==> src/rtl/mem_arb_pkg.sv <==
// Shared types and constants for the two-requester memory port arbiter.
// The timeout feature is enabled by defining MEM_ARB_TIMEOUT_EN.
package mem_arb_pkg;

  typedef enum logic [1:0] {
    IDLE  = 2'd0,
    ISSUE = 2'd1,
    WAIT  = 2'd2
  } arb_state_t;

  typedef logic req_idx_t;

  localparam logic [7:0] TIMEOUT_RDATA = 8'hFF;

  // Sole requester wins; on a tie the one that was not granted last wins.
  function automatic req_idx_t pick_winner(input logic r0, input logic r1,
                                           input req_idx_t last);
    if (r0 && r1) begin
      return req_idx_t'(~last);
    end else if (r1) begin
      return req_idx_t'(1'b1);
    end else begin
      return req_idx_t'(1'b0);
    end
  endfunction

endpackage

==> src/rtl/mem_arb_req_capture.sv <==
// Per-requester capture of a single-cycle strobe: pending flag plus latched request.
// Exposes the effective request (latched or arriving this cycle) for same-cycle arbitration.
module mem_arb_req_capture
  import mem_arb_pkg::*;
#(
  parameter int unsigned ADDR_WIDTH = 6,
  parameter int unsigned DATA_WIDTH = 8
) (
  input  logic                  clk,
  input  logic                  rst_n,
  input  logic                  stb,
  input  logic                  write,
  input  logic [ADDR_WIDTH-1:0] addr,
  input  logic [DATA_WIDTH-1:0] wdata,
  input  logic                  block,
  input  logic                  clear,
  output logic                  req_c,
  output logic                  req_write_c,
  output logic [ADDR_WIDTH-1:0] req_addr_c,
  output logic [DATA_WIDTH-1:0] req_wdata_c
);

  logic                  pending;
  logic                  write_q;
  logic [ADDR_WIDTH-1:0] addr_q;
  logic [DATA_WIDTH-1:0] wdata_q;
  logic                  accept_c;

  // A strobe is dropped while a request is already held or being served.
  assign accept_c = stb & ~pending & ~block;

  always_ff @(posedge clk) begin
    if (!rst_n) begin
      pending <= 1'b0;
      write_q <= 1'b0;
      addr_q  <= '0;
      wdata_q <= '0;
    end else begin
      pending <= (pending | accept_c) & ~clear;
      if (accept_c) begin
        write_q <= write;
        addr_q  <= addr;
        wdata_q <= wdata;
      end
    end
  end

  assign req_c       = pending | accept_c;
  assign req_write_c = pending ? write_q : write;
  assign req_addr_c  = pending ? addr_q  : addr;
  assign req_wdata_c = pending ? wdata_q : wdata;

endmodule

==> src/rtl/mem_arbiter.sv <==
// Round-robin arbiter sharing one stb/ack memory port between m0 (CPU) and m1 (loader).
// Defining MEM_ARB_TIMEOUT_EN adds a WAIT watchdog, TIMEOUT_CYCLES and the sticky err_o.
module mem_arbiter
  import mem_arb_pkg::*;
#(
  parameter int unsigned ADDR_WIDTH = 6,
  parameter int unsigned DATA_WIDTH = 8
`ifdef MEM_ARB_TIMEOUT_EN
  ,
  parameter int unsigned TIMEOUT_CYCLES = 15
`endif
) (
  input  logic                  clk_i,
  input  logic                  rst_ni,
  input  logic                  m0_stb_i,
  input  logic                  m0_write_i,
  input  logic [ADDR_WIDTH-1:0] m0_addr_i,
  input  logic [DATA_WIDTH-1:0] m0_wdata_i,
  output logic                  m0_ack_o,
  output logic [DATA_WIDTH-1:0] m0_rdata_o,
  input  logic                  m1_stb_i,
  input  logic                  m1_write_i,
  input  logic [ADDR_WIDTH-1:0] m1_addr_i,
  input  logic [DATA_WIDTH-1:0] m1_wdata_i,
  output logic                  m1_ack_o,
  output logic [DATA_WIDTH-1:0] m1_rdata_o,
  output logic                  mem_stb_o,
  output logic                  mem_write_o,
  output logic [ADDR_WIDTH-1:0] mem_addr_o,
  output logic [DATA_WIDTH-1:0] mem_wdata_o,
  input  logic                  mem_ack_i,
  input  logic [DATA_WIDTH-1:0] mem_rdata_i,
  output logic                  busy_o,
  output logic                  grant_o
`ifdef MEM_ARB_TIMEOUT_EN
  ,
  output logic                  err_o
`endif
);

  arb_state_t state;
  req_idx_t   last_grant;

  logic                  req0_c, req1_c;
  logic                  write0_c, write1_c;
  logic [ADDR_WIDTH-1:0] addr0_c, addr1_c;
  logic [DATA_WIDTH-1:0] wdata0_c, wdata1_c;

  logic                  active_c;
  logic                  timeout_c;
  logic                  done_c;
  logic                  any_req_c;
  req_idx_t              win_c;
  logic                  win_write_c;
  logic [ADDR_WIDTH-1:0] win_addr_c;
  logic [DATA_WIDTH-1:0] win_wdata_c;
  logic [DATA_WIDTH-1:0] rdata_c;
  logic                  block0_c, block1_c;
  logic                  clear0_c, clear1_c;

  assign active_c = (state != IDLE);

`ifdef MEM_ARB_TIMEOUT_EN
  localparam int unsigned CNT_W = $clog2(TIMEOUT_CYCLES + 1);

  logic [CNT_W-1:0] wait_cnt;

  // Fires on the TIMEOUT_CYCLES-th WAIT cycle that still has no memory ack.
  assign timeout_c = (state == WAIT) && !mem_ack_i &&
                     (wait_cnt == CNT_W'(TIMEOUT_CYCLES - 1));

  always_ff @(posedge clk_i) begin
    if (!rst_ni) begin
      wait_cnt <= '0;
      err_o    <= 1'b0;
    end else begin
      wait_cnt <= (state == WAIT) ? wait_cnt + CNT_W'(1) : '0;
      if (timeout_c) begin
        err_o <= 1'b1;
      end
    end
  end
`else
  assign timeout_c = 1'b0;
`endif

  assign done_c  = active_c & (mem_ack_i | timeout_c);
  assign rdata_c = timeout_c ? DATA_WIDTH'(TIMEOUT_RDATA) : mem_rdata_i;

  assign m0_ack_o   = done_c & (grant_o == 1'b0);
  assign m1_ack_o   = done_c & (grant_o == 1'b1);
  assign m0_rdata_o = (active_c && grant_o == 1'b0) ? rdata_c : '0;
  assign m1_rdata_o = (active_c && grant_o == 1'b1) ? rdata_c : '0;

  // The owner may queue its next request in the cycle it receives its ack.
  assign block0_c = active_c & (grant_o == 1'b0) & ~m0_ack_o;
  assign block1_c = active_c & (grant_o == 1'b1) & ~m1_ack_o;

  assign any_req_c   = req0_c | req1_c;
  assign win_c       = pick_winner(req0_c, req1_c, last_grant);
  assign win_write_c = win_c ? write1_c : write0_c;
  assign win_addr_c  = win_c ? addr1_c  : addr0_c;
  assign win_wdata_c = win_c ? wdata1_c : wdata0_c;

  assign clear0_c = (state == IDLE) & any_req_c & (win_c == 1'b0);
  assign clear1_c = (state == IDLE) & any_req_c & (win_c == 1'b1);

  mem_arb_req_capture #(
    .ADDR_WIDTH(ADDR_WIDTH),
    .DATA_WIDTH(DATA_WIDTH)
  ) u_cap0 (
    .clk        (clk_i),
    .rst_n      (rst_ni),
    .stb        (m0_stb_i),
    .write      (m0_write_i),
    .addr       (m0_addr_i),
    .wdata      (m0_wdata_i),
    .block      (block0_c),
    .clear      (clear0_c),
    .req_c      (req0_c),
    .req_write_c(write0_c),
    .req_addr_c (addr0_c),
    .req_wdata_c(wdata0_c)
  );

  mem_arb_req_capture #(
    .ADDR_WIDTH(ADDR_WIDTH),
    .DATA_WIDTH(DATA_WIDTH)
  ) u_cap1 (
    .clk        (clk_i),
    .rst_n      (rst_ni),
    .stb        (m1_stb_i),
    .write      (m1_write_i),
    .addr       (m1_addr_i),
    .wdata      (m1_wdata_i),
    .block      (block1_c),
    .clear      (clear1_c),
    .req_c      (req1_c),
    .req_write_c(write1_c),
    .req_addr_c (addr1_c),
    .req_wdata_c(wdata1_c)
  );

  // Arbitration and memory-side sequencing; request fields are held from ISSUE through WAIT.
  always_ff @(posedge clk_i) begin
    if (!rst_ni) begin
      state       <= IDLE;
      last_grant  <= req_idx_t'(1'b1);
      grant_o     <= 1'b0;
      busy_o      <= 1'b0;
      mem_stb_o   <= 1'b0;
      mem_write_o <= 1'b0;
      mem_addr_o  <= '0;
      mem_wdata_o <= '0;
    end else begin
      case (state)
        IDLE: begin
          if (any_req_c) begin
            state       <= ISSUE;
            busy_o      <= 1'b1;
            grant_o     <= win_c;
            last_grant  <= win_c;
            mem_stb_o   <= 1'b1;
            mem_write_o <= win_write_c;
            mem_addr_o  <= win_addr_c;
            mem_wdata_o <= win_wdata_c;
          end
        end
        ISSUE: begin
          mem_stb_o <= 1'b0;
          if (mem_ack_i) begin
            state       <= IDLE;
            busy_o      <= 1'b0;
            mem_write_o <= 1'b0;
            mem_addr_o  <= '0;
            mem_wdata_o <= '0;
          end else begin
            state <= WAIT;
          end
        end
        WAIT: begin
          if (mem_ack_i || timeout_c) begin
            state       <= IDLE;
            busy_o      <= 1'b0;
            mem_write_o <= 1'b0;
            mem_addr_o  <= '0;
            mem_wdata_o <= '0;
          end
        end
        default: begin
          state       <= IDLE;
          busy_o      <= 1'b0;
          mem_stb_o   <= 1'b0;
          mem_write_o <= 1'b0;
          mem_addr_o  <= '0;
          mem_wdata_o <= '0;
        end
      endcase
    end
  end

endmodule

==> config.mk <==
export PLATFORM = sky130hd
export DESIGN_NAME = mem_arbiter
export DESIGN_NICKNAME = d
export VERILOG_FILES = /design/src/rtl/mem_arb_pkg.sv /design/src/rtl/mem_arb_req_capture.sv /design/src/rtl/mem_arbiter.sv
export SDC_FILE = /design/constraint.sdc
export NUM_CORES = 1
export LEC_CHECK = 0
export CORE_AREA = 10 10 91 93
export DETAILED_ROUTE_END_ITERATION = 8
export DIE_AREA = 0 0 101 103
export PLACE_DENSITY = 0.74
export SETUP_SLACK_MARGIN = 0.05
export SYNTH_ARGS = -nofsm -noshare
export SYNTH_HDL_FRONTEND = slang
export SYNTH_HIERARCHICAL = 1
export SYNTH_SLANG_ARGS = --single-unit
==> constraint.sdc <==
create_clock -name clk_i -period 3.2 [get_ports clk_i]
set_clock_uncertainty 0.1 [all_clocks]
set_input_delay 0.32 -clock clk_i [delete_from_list [all_inputs] [get_ports clk_i]]
set_output_delay 0.32 -clock clk_i [all_outputs]
set_load 0.02 [all_outputs]
Word-level counts from Yosys, hierarchy flattened:

Cells that the tools add are included.

* bits in registers: 53
* input port bits: 43
* output and inout bits: 36

* eq/ne operators: 5
* muxes and demuxes: 29
* bitwise logic cells: 31
* reduce and logical (&&, ||, !) cells: 10

Operators by type and width (number)
* $mux W8: 7
* $mux W6: 5
* $and A1 B1 Y1: 16
* $pmux W8 S2: 1
* $not A1 Y1: 12
* $pmux W6 S2: 1
* $mux W1: 8
* $reduce_and A2 Y1: 4
* $mux W2: 3
* $pmux W1 S2: 3
* $pmux W2 S3: 1
* $ne A2 B2 Y1 const B: 2
* $logic_and A1 B1 Y1: 3
* $or A1 B1 Y1: 3
* $eq A2 B1 Y1 const B: 1
* $eq A2 B2 Y1 const B: 1
* $logic_not A2 Y1: 1
* $ne A2 B1 Y1 const B: 1
* $reduce_bool A2 Y1: 1
* $reduce_or A2 Y1: 1

Depth between registers and ports, before layout:

Gate-level depths: netlist of run 1.

* word-level depth: 14
* gate-level depth with buffers: 10
* mapped depth without buffers: 10

By module:

Netlist of run 1, hierarchy kept.

By module, submodules not included
* mem_arb_req_capture: times used 2, cells each 89, area an instance 848.3 µm², seq. area each 320.3 µm²
* mem_arbiter: times used 1, cells each 122, area an instance 1127.3 µm², seq. area each 420.4 µm²

Worst setup path before layout of run 1:

Ideal clock, no wire load.

* path type: reg2reg
* start: register state[0]
* end: register mem_addr_o[0]
* arrival: 2080 ps
* slack: 899 ps
* stages on the path, launching flop included: 11
* path buffers: 1
* clock period less this slack: 2301 ps
* path through: dfxtp_1 -> inv_1 -> ha_1 -> nor2b_1 -> nor2b_1 -> nand2b_1 -> nand2_1 -> nor3b_2 -> nand4bb_2 -> buf_6 -> o22ai_1

* word-level cells in the longest chain between the ends: 13

Ends and longest elaborated chain
* from (decl): RTL line mem_arbiter.sv:41 `arb_state_t state;`
* from (signal assigned): RTL line mem_arbiter.sv:147 `state <= IDLE;`
* from (signal assigned): RTL line mem_arbiter.sv:159 `state <= ISSUE;`
* from (signal assigned): RTL line mem_arbiter.sv:172 `state <= IDLE;`
* $reduce_bool A2 Y1 (*): RTL line mem_arbiter.sv:61 `assign active_c = (state != IDLE);`
* $and A1 B1 Y1: RTL line mem_arbiter.sv:87 `assign done_c = active_c & (mem_ack_i | timeout_c);`
* $and A1 B1 Y1: RTL line mem_arbiter.sv:91 `assign m1_ack_o = done_c & (grant_o == 1'b1);`
* $not A1 Y1: RTL line mem_arbiter.sv:97 `assign block1_c = active_c & (grant_o == 1'b1) & ~m1_ack_o;`
* $and A1 B1 Y1 (*): RTL line mem_arbiter.sv:97
* net block1_c: RTL line mem_arbiter.sv:58 `logic block0_c, block1_c;`
* $not A1 Y1 (*): RTL line mem_arb_req_capture.sv:30 `assign accept_c = stb & ~pending & ~block;`
* $and A1 B1 Y1 (*): RTL line mem_arb_req_capture.sv:30
* $or A1 B1 Y1 (*): RTL line mem_arb_req_capture.sv:48 `assign req_c = pending | accept_c;`
* net req1_c: RTL line mem_arbiter.sv:44 `logic req0_c, req1_c;`
* $mux W1 / $logic_and A1 B1 Y1 (equally long branches): RTL line mem_arb_pkg.sv:20, mem_arb_pkg.sv:18
* $mux W1: RTL line mem_arb_pkg.sv:18 `if (r0 && r1) begin`
* $mux W6: RTL line mem_arbiter.sv:102 `assign win_addr_c = win_c ? addr1_c : addr0_c;`
* $mux W6: RTL line mem_arbiter.sv:158 `if (any_req_c) begin`
* $pmux W6 S2: RTL line mem_arbiter.sv:156 `case (state)`
* to (signal assigned): RTL line mem_arbiter.sv:165 `mem_addr_o <= win_addr_c;`
* to (decl): RTL line mem_arbiter.sv:29 `output logic [ADDR_WIDTH-1:0] mem_addr_o,`

Mark *: on every way through the listed nets, which the timed path passes. The rest lies on a longest branch. The select of a mux whose other input is x is not followed.
A chain may end at the register's enable or synchronous reset.

Worst setup path in the final report of run 1:

* start: register state[0]
* end: register busy_o

* word-level cells in the longest chain between the ends: 11

Ends and longest elaborated chain
* $reduce_bool A2 Y1 (*): RTL line mem_arbiter.sv:61
* $and A1 B1 Y1: RTL line mem_arbiter.sv:87
* $and A1 B1 Y1: RTL line mem_arbiter.sv:91
* $not A1 Y1: RTL line mem_arbiter.sv:97
* $and A1 B1 Y1 (*): RTL line mem_arbiter.sv:97
* net block1_c: RTL line mem_arbiter.sv:58
* $not A1 Y1 (*): RTL line mem_arb_req_capture.sv:30
* $and A1 B1 Y1 (*): RTL line mem_arb_req_capture.sv:30
* $or A1 B1 Y1 (*): RTL line mem_arb_req_capture.sv:48
* net req1_c: RTL line mem_arbiter.sv:44
* $or A1 B1 Y1 (*): RTL line mem_arbiter.sv:99 `assign any_req_c = req0_c | req1_c;`
* $ne A2 B2 Y1 (no line) (*)
* $reduce_and A2 Y1 (no line) (*)
* to (signal assigned): RTL line mem_arbiter.sv:150 `busy_o <= 1'b0;`
* to (signal assigned): RTL line mem_arbiter.sv:160 `busy_o <= 1'b1;`
* to (signal assigned): RTL line mem_arbiter.sv:173 `busy_o <= 1'b0;`
* to (decl): RTL line mem_arbiter.sv:33 `output logic busy_o,`

Mark *: on every way through the listed nets, which the timed path passes. The rest lies on a longest branch.

==> results of run 1 <==
## worst min-delay path by stage
stage          slack, ns                        endpoint  depth (start not counted)
2_1_floorplan       0.33   u_cap0/addr_q[0]$_SDFFE_PN0P_                          2
3_3_place_gp        0.34     u_cap1/write_q$_SDFFE_PN0P_                          2
3_5_place_dp        0.34   u_cap0/addr_q[4]$_SDFFE_PN0P_                          2
4_1_cts             0.36   u_cap1/addr_q[4]$_SDFFE_PN0P_                          2
5_1_grt             0.38  u_cap0/wdata_q[0]$_SDFFE_PN0P_                          2
6_report            0.36  u_cap0/wdata_q[3]$_SDFFE_PN0P_                          2
## kinds of logic after synthesis
kind of cell | count (synthesis) | share of synthesized area [%]
AOI/OAI and AO/OA | 28 | 7.00
adders and majority gates | 4 | 1.77
buffers and inverters | 24 | 6.29
DFF | 53 | 37.6
muxes | 75 | 27.9
and+or+nand+nor | 116 | 19.5
## sequential cells by signal (all words and copies together) (netlist names), 2 cells and up
name            cells
u_cap0/addr_q       6
u_cap1/addr_q       6
state               2
mem_wdata_o         8
u_cap0/wdata_q      8
mem_addr_o          6
u_cap1/wdata_q      8
## Yosys cell counts, types with 2 or more instances
cell type / instances
and2_1: 19
o21ai_0: 2
ha_1: 4
nor3b_2: 3
nand2_1: 80
mux2i_1: 45
inv_1: 5
mux2_2: 30
dfxtp_1: 53
clkbuf_1: 8
o22ai_1: 15
nor2b_1: 4
buf_12: 2
a21oi_1: 4
nand2b_1: 4
buf_2: 2
o221a_2: 2
nor2_1: 3
buf_6: 7
## placed cells by master, fill, tap and decap left out
cell type / instances
ha_1: 4
o221a_2: 2
mux2_2: 30
a21boi_4: 1
o21ai_0: 2
nand4bb_2: 1
buf_4: 6
dfxtp_1: 53
clkdlybuf4s50_1: 77
nor3_1: 1
nand2b_1: 4
o211a_1: 1
clkbuf_8: 5
clkbuf_1: 1
nand2_1: 80
o22ai_1: 15
o211ai_1: 1
o21a_1: 1
or4b_1: 1
nor2_1: 3
clkinvlp_4: 2
and2_1: 19
a21boi_1: 1
mux2i_1: 45
nor3b_2: 3
nor2b_1: 4
a21oi_1: 4
inv_1: 5
buf_2: 1
## stage by stage
stage                     instances  area, um2  hold slack [ns]
after floorplan                 300       2820            0.331
after global placement          445       3590            0.338
after detailed placement        445       3590            0.343
after CTS                       453       3670            0.362
after global routing            453       3670            0.379
final                           453       3670            0.360
## critical path, stage by stage, from the launching register on
cell	delay, ns
dfxtp_1	0.33
inv_1	0.11
ha_1	0.30
nor2b_1	0.09
nor2b_1	0.15
nand2b_1	0.17
nand2_1	0.14
nor3b_2	0.10
nor2_1	0.80
o221a_2	0.34
## final cells by class
type                       count  area (um2)
multi-input combinational    223        1590
clock buffer                   6        72.6
clock inverter                 2        15.0
tap                           80         100
inverter                       5        18.8
fill                         577        2900
sequential                    53        1060
timing repair buffer          84         821
## per-layer routing
metal	vias to the layer above	routed length [um]
li1	1168	-
met1	1016	3240
met2	34	3510
met3	7	230
met4	0	108
met5	-	0
## power groups by stage
stage | Clock [mW] | Combinational (mW) | Sequential, mW
4_1_cts | 0.382 | 0.655 | 0.788
6_report | 0.366 | 0.649 | 0.788
5_1_grt | 0.398 | 0.700 | 0.798
3_5_place_dp | 0 | 0.653 | 0.803
2_1_floorplan | 0 | 0.401 | 0.835
3_3_place_gp | 0 | 0.641 | 0.801
==> results.cfg, run 1 <==
[global_route]
gr-total-overflow = 0
antenna_found_initial = 0
grt_pass1_vias = 2226
grt_max_degree = 46
grt_pass1_wl_um = 11200
grt.met3_usage_pct = 2.28
track_usage_pct = 13.3
grt_use_met2_pct = 22.1
gr-usage-met1_pct = 16.9
gr-max-usage-layer = met2

[sta]
worst_slack_ns = 0.501
finalCriticalPeriod_ns = 2.70
worst_pin_slew_ns = 1.03
max-slew-margin-rel_pct = 31.1
setup_viol = 0
finalHoldViolCount = 0
fin_tns_setup_ns = 0
clock.fmax_ghz = 0.371
post-route-period-util_pct = 84.3
rsz0062_at_grt = false
drv_slew = 0

[critical_path]
r2r_cells = 9
r2r_slack_ns = 0.50
r2r_start = state[0]$_SDFFE_PN0P_
crit_arrival_ns = 2.85
r2r_end = busy_o$_SDFFE_PN0P_
endpoint = busy_o$_SDFFE_PN0P_
crit_type = flop to flop
setup.worst_path.end_class = flop
cp-start-kind = flop
cp_data_required_time_ns = 3.35
cp-startpoint = state[0]$_SDFFE_PN0P_
critical_path.max_fanout = 16

[floorplan]
io_pins = 79
coreArea_um2 = 6570
die-area_um2 = 10400
fp.dieH_um = 103
fp-row-count = 30
die_x_um = 101
start_util_pct = 43.0

[routing]
ant_nets = 0
routedWlPerCell_um = 15.6
drc_errors = 0
drt_pre_antenna_iters = 4
avgViaCountPerCell = 4.91
wirelength_um = 7080
vias = 2225
drtIter0Drc = 99

[clock_tree]
cts_max_level = 2
cts_buffer_depth = 2
clkSinkCount = 53
hold_buffers = 0
cts_resized = 0
clkSlewWorstSetupHoldPaths_ns = 0.09
cts_tree = done
clk_latency_ns = 0.30
root_buffer = clkbuf_8
cts_buffers = 5
postCtsSetupBuffers = 0

[yosys]
ys_seq_elements = 53
async_flop_share_pct = 0
ys_types = 27
yosysWarnings = 6
synth_ff_type = dfxtp_1
synth_nets = 347
syn_area_um2 = 2820
syn_avg_cell_area_um2 = 9.41
synth_edf_count = 0
yosysTopAreaCell = dfxtp_1
synth_top_cell_area_share_pct = 37.6
synthTopCellsByArea = dfxtp_1, mux2i_1, mux2_2
synthCells = 300
ys_seq_area_share_pct = 37.6

[layout]
nets = 419
utilization_pct = 55.9
drive_gt1_share_pct = 13.7
area_delta_synth_final_pct = 30.1
antennaDiodeCount = 0

[place]
gp_congestion = 0.772
numPortBuffers = 78
place_hpwl_um = 5440
dp_slack_ns = 0.407

[power]
peakVddDrop_v = 0.000208
p_leak_nw = 1.45
seq_power_share_pct = 43.7
power.switching_uw = 580
netSwitchingFraction_pct = 32.2
pwr-share-comb_pct = 36.0
p_per_area_nw_per_um2 = 491
p_int_mw = 1.22
finalPower_mw = 1.80
clock_power_share_pct = 20.3

[run_status]
outcome = completed

[worst_hold_path]
min_from = u_cap0/wdata_q[3]$_SDFFE_PN0P_
hold_class = flop to flop

[flow_run]
drv_cap = 0
Note: power is estimated with default switching activity, not from simulation.
==> run 2, diff against run 1 <==
- clock period: 3.2 -> 2.5 ns (I/O delays scaled with it)
==> results.cfg, run 2 (synthesis gave the netlist of run 1 again) <==
[power]
peakVddDrop_v = 0.000341
p_leak_nw = 1.53
p_per_area_nw_per_um2 = 630

[place]
placed_area_um2 = 3630
gp_congestion = 0.777
dpl.cell_count = 449
place_hpwl_um = 5470
numPortBuffers = 78

[critical_path]
crit_chain = inv_1 -> ha_2 -> nor2_2 -> and2_1 -> clkdlybuf4s50_1
worst-path-buf-inv = 2
cp_slowest_stage_delay_ns = 0.61
crit_type = flop to output pin
crit_family = buffers and inverters
cp-start-kind = flop
cp_slowest_cell = clkdlybuf4s50_1
crit_arrival_ns = 1.99
setup.worst_path.end_class = output pin
cp_data_required_time_ns = 2.15
critical_path.max_fanout = 9

[sta]
fin_tns_setup_ns = 0
rsz0062_at_grt = true
finalCriticalPeriod_ns = 2.34
post-route-period-util_pct = 93.4
drv_slew = 0
clock.fmax_ghz = 0.428
setup_viol = 0
finalHoldViolCount = 0
max-slew-margin-rel_pct = 75.0
worst_pin_slew_ns = 0.375

[floorplan]
fp-row-count = 30
start_util_pct = 43.0
die_x_um = 101
die-area_um2 = 10400
io_pins = 79
fp.dieH_um = 103
coreArea_um2 = 6570

[layout]
fin_cells = 458
area_delta_synth_final_pct = 32.8
nets = 424
fillers = 567
drive_gt1_share_pct = 15.9
final_cell_mix = nand2_1, clkdlybuf4s50_1, dfxtp_1
postLayoutCellArea_um2 = 3750
reg_top3 = mem_wdata_o x8, u_cap0/wdata_q x8, u_cap1/wdata_q x8
final_common_cell = nand2_1
antennaDiodeCount = 0

[clock_tree]
cts_max_level = 2
hold_buffers = 0
clkSinkCount = 53
clk_latency_ns = 0.31
cts_buffer_depth = 2
cts_tree = done
root_buffer = clkbuf_8
clkSlewWorstSetupHoldPaths_ns = 0.10
cts_buffers = 5
postCtsSetupBuffers = 0

[run_status]
outcome = completed

[routing]
wl_met2_um = 3530
highest_layer = met4
ant_nets = 0
routedWlPerCell_um = 15.6
wirelength_um = 7140
drtIter0Drc = 116
met1_length_um = 3310
wl_met3_um = 228
avgViaCountPerCell = 4.93
drt_pre_antenna_iters = 5
drc_errors = 0
vias = 2256

[global_route]
grt_max_degree = 40
track_usage_pct = 13.3
gr-total-overflow = 0
grt_pass1_vias = 2172
grt_pass1_wl_um = 11300
antenna_found_initial = 0

[flow_run]
drv_cap = 0

[worst_hold_path]
hold_class = primary input to flop
## run 2: cell count changes in the layout (fill, tap and decap cells not counted), sizes merged
cell           before  now
inv                 5    6
dlygate4sd2         0    9
clkinvlp            2    0
nand4bb             1    2
clkdlybuf4s50      77   68
clkinv              0    1
buf                 7   11
## run 2: metal layers
metal | global-route usage [%] | vias up
li1 | - | 1178
met1 | 17.7 | 1031
met2 | 21.5 | 39
met3 | 2.88 | 8
met4 | 3.22 | 0
met5 | 0 | -
## run 2: worst paths after layout
kind                                  startpoint                        endpoint  slack [ns]  cells past startpoint
setup / recovery           state[0]$_SDFFE_PN0P_                   m0_rdata_o[7]        0.16                      5
hold / removal                            rst_ni         last_grant$_SDFFE_PN1N_        0.21                      2
hold reg to reg   u_cap1/wdata_q[6]$_SDFFE_PN0P_  u_cap1/wdata_q[6]$_SDFFE_PN0P_        0.36                      2
setup reg to reg           state[0]$_SDFFE_PN0P_     mem_wdata_o[2]$_SDFFE_PN0P_        0.23                     10
## run 2: final cells by class
cell class,count,area (um2),area share (%)
Inverter,5,18.8,0.501
Timing Repair Buffer,88,852,22.7
Sequential cell,53,1060,28.3
Clock inverter,2,13.8,0.367
Multi-Input combinational cell,224,1630,43.5
Clock buffer,6,72.6,1.94
Tap cell,80,100,2.67
## run 2: metrics by stage
step	utilization, %	hold WS (ns)	power, mW	setup WS [ns]
3_5_place_dp	55.2	0.347	1.89	0.0405
4_1_cts	56.6	0.196	2.37	0.0497
3_3_place_gp	55.2	0.338	1.87	0.139
6_report	57.1	0.213	2.36	0.165
5_1_grt	57.1	0.233	2.48	0.0414
2_1_floorplan	-	0.279	1.58	0.199
## run 2: where the power goes
group          switching, mW  internal, mW
clock network          0.281         0.200
logic                  0.421         0.448
registers             0.0647         0.947
## run 2: repair_timing
action | 4_1_cts | 5_1_grt
pin swaps | 0 | 2
cloned | 0 | 1
gates resized for setup | 11 | 4
setup endpoints to repair | 22 | 28
## run 2: worst reg2reg max path: stages, from the launching register on
cell,delay [ns]
dfxtp_1,0.32
inv_1,0.12
ha_2,0.29
nor2b_1,0.08
nor2b_2,0.16
nand2b_1,0.16
nand2_1,0.19
a21boi_4,0.24
buf_12,0.18
mux2i_1,0.22
o22ai_1,0.09
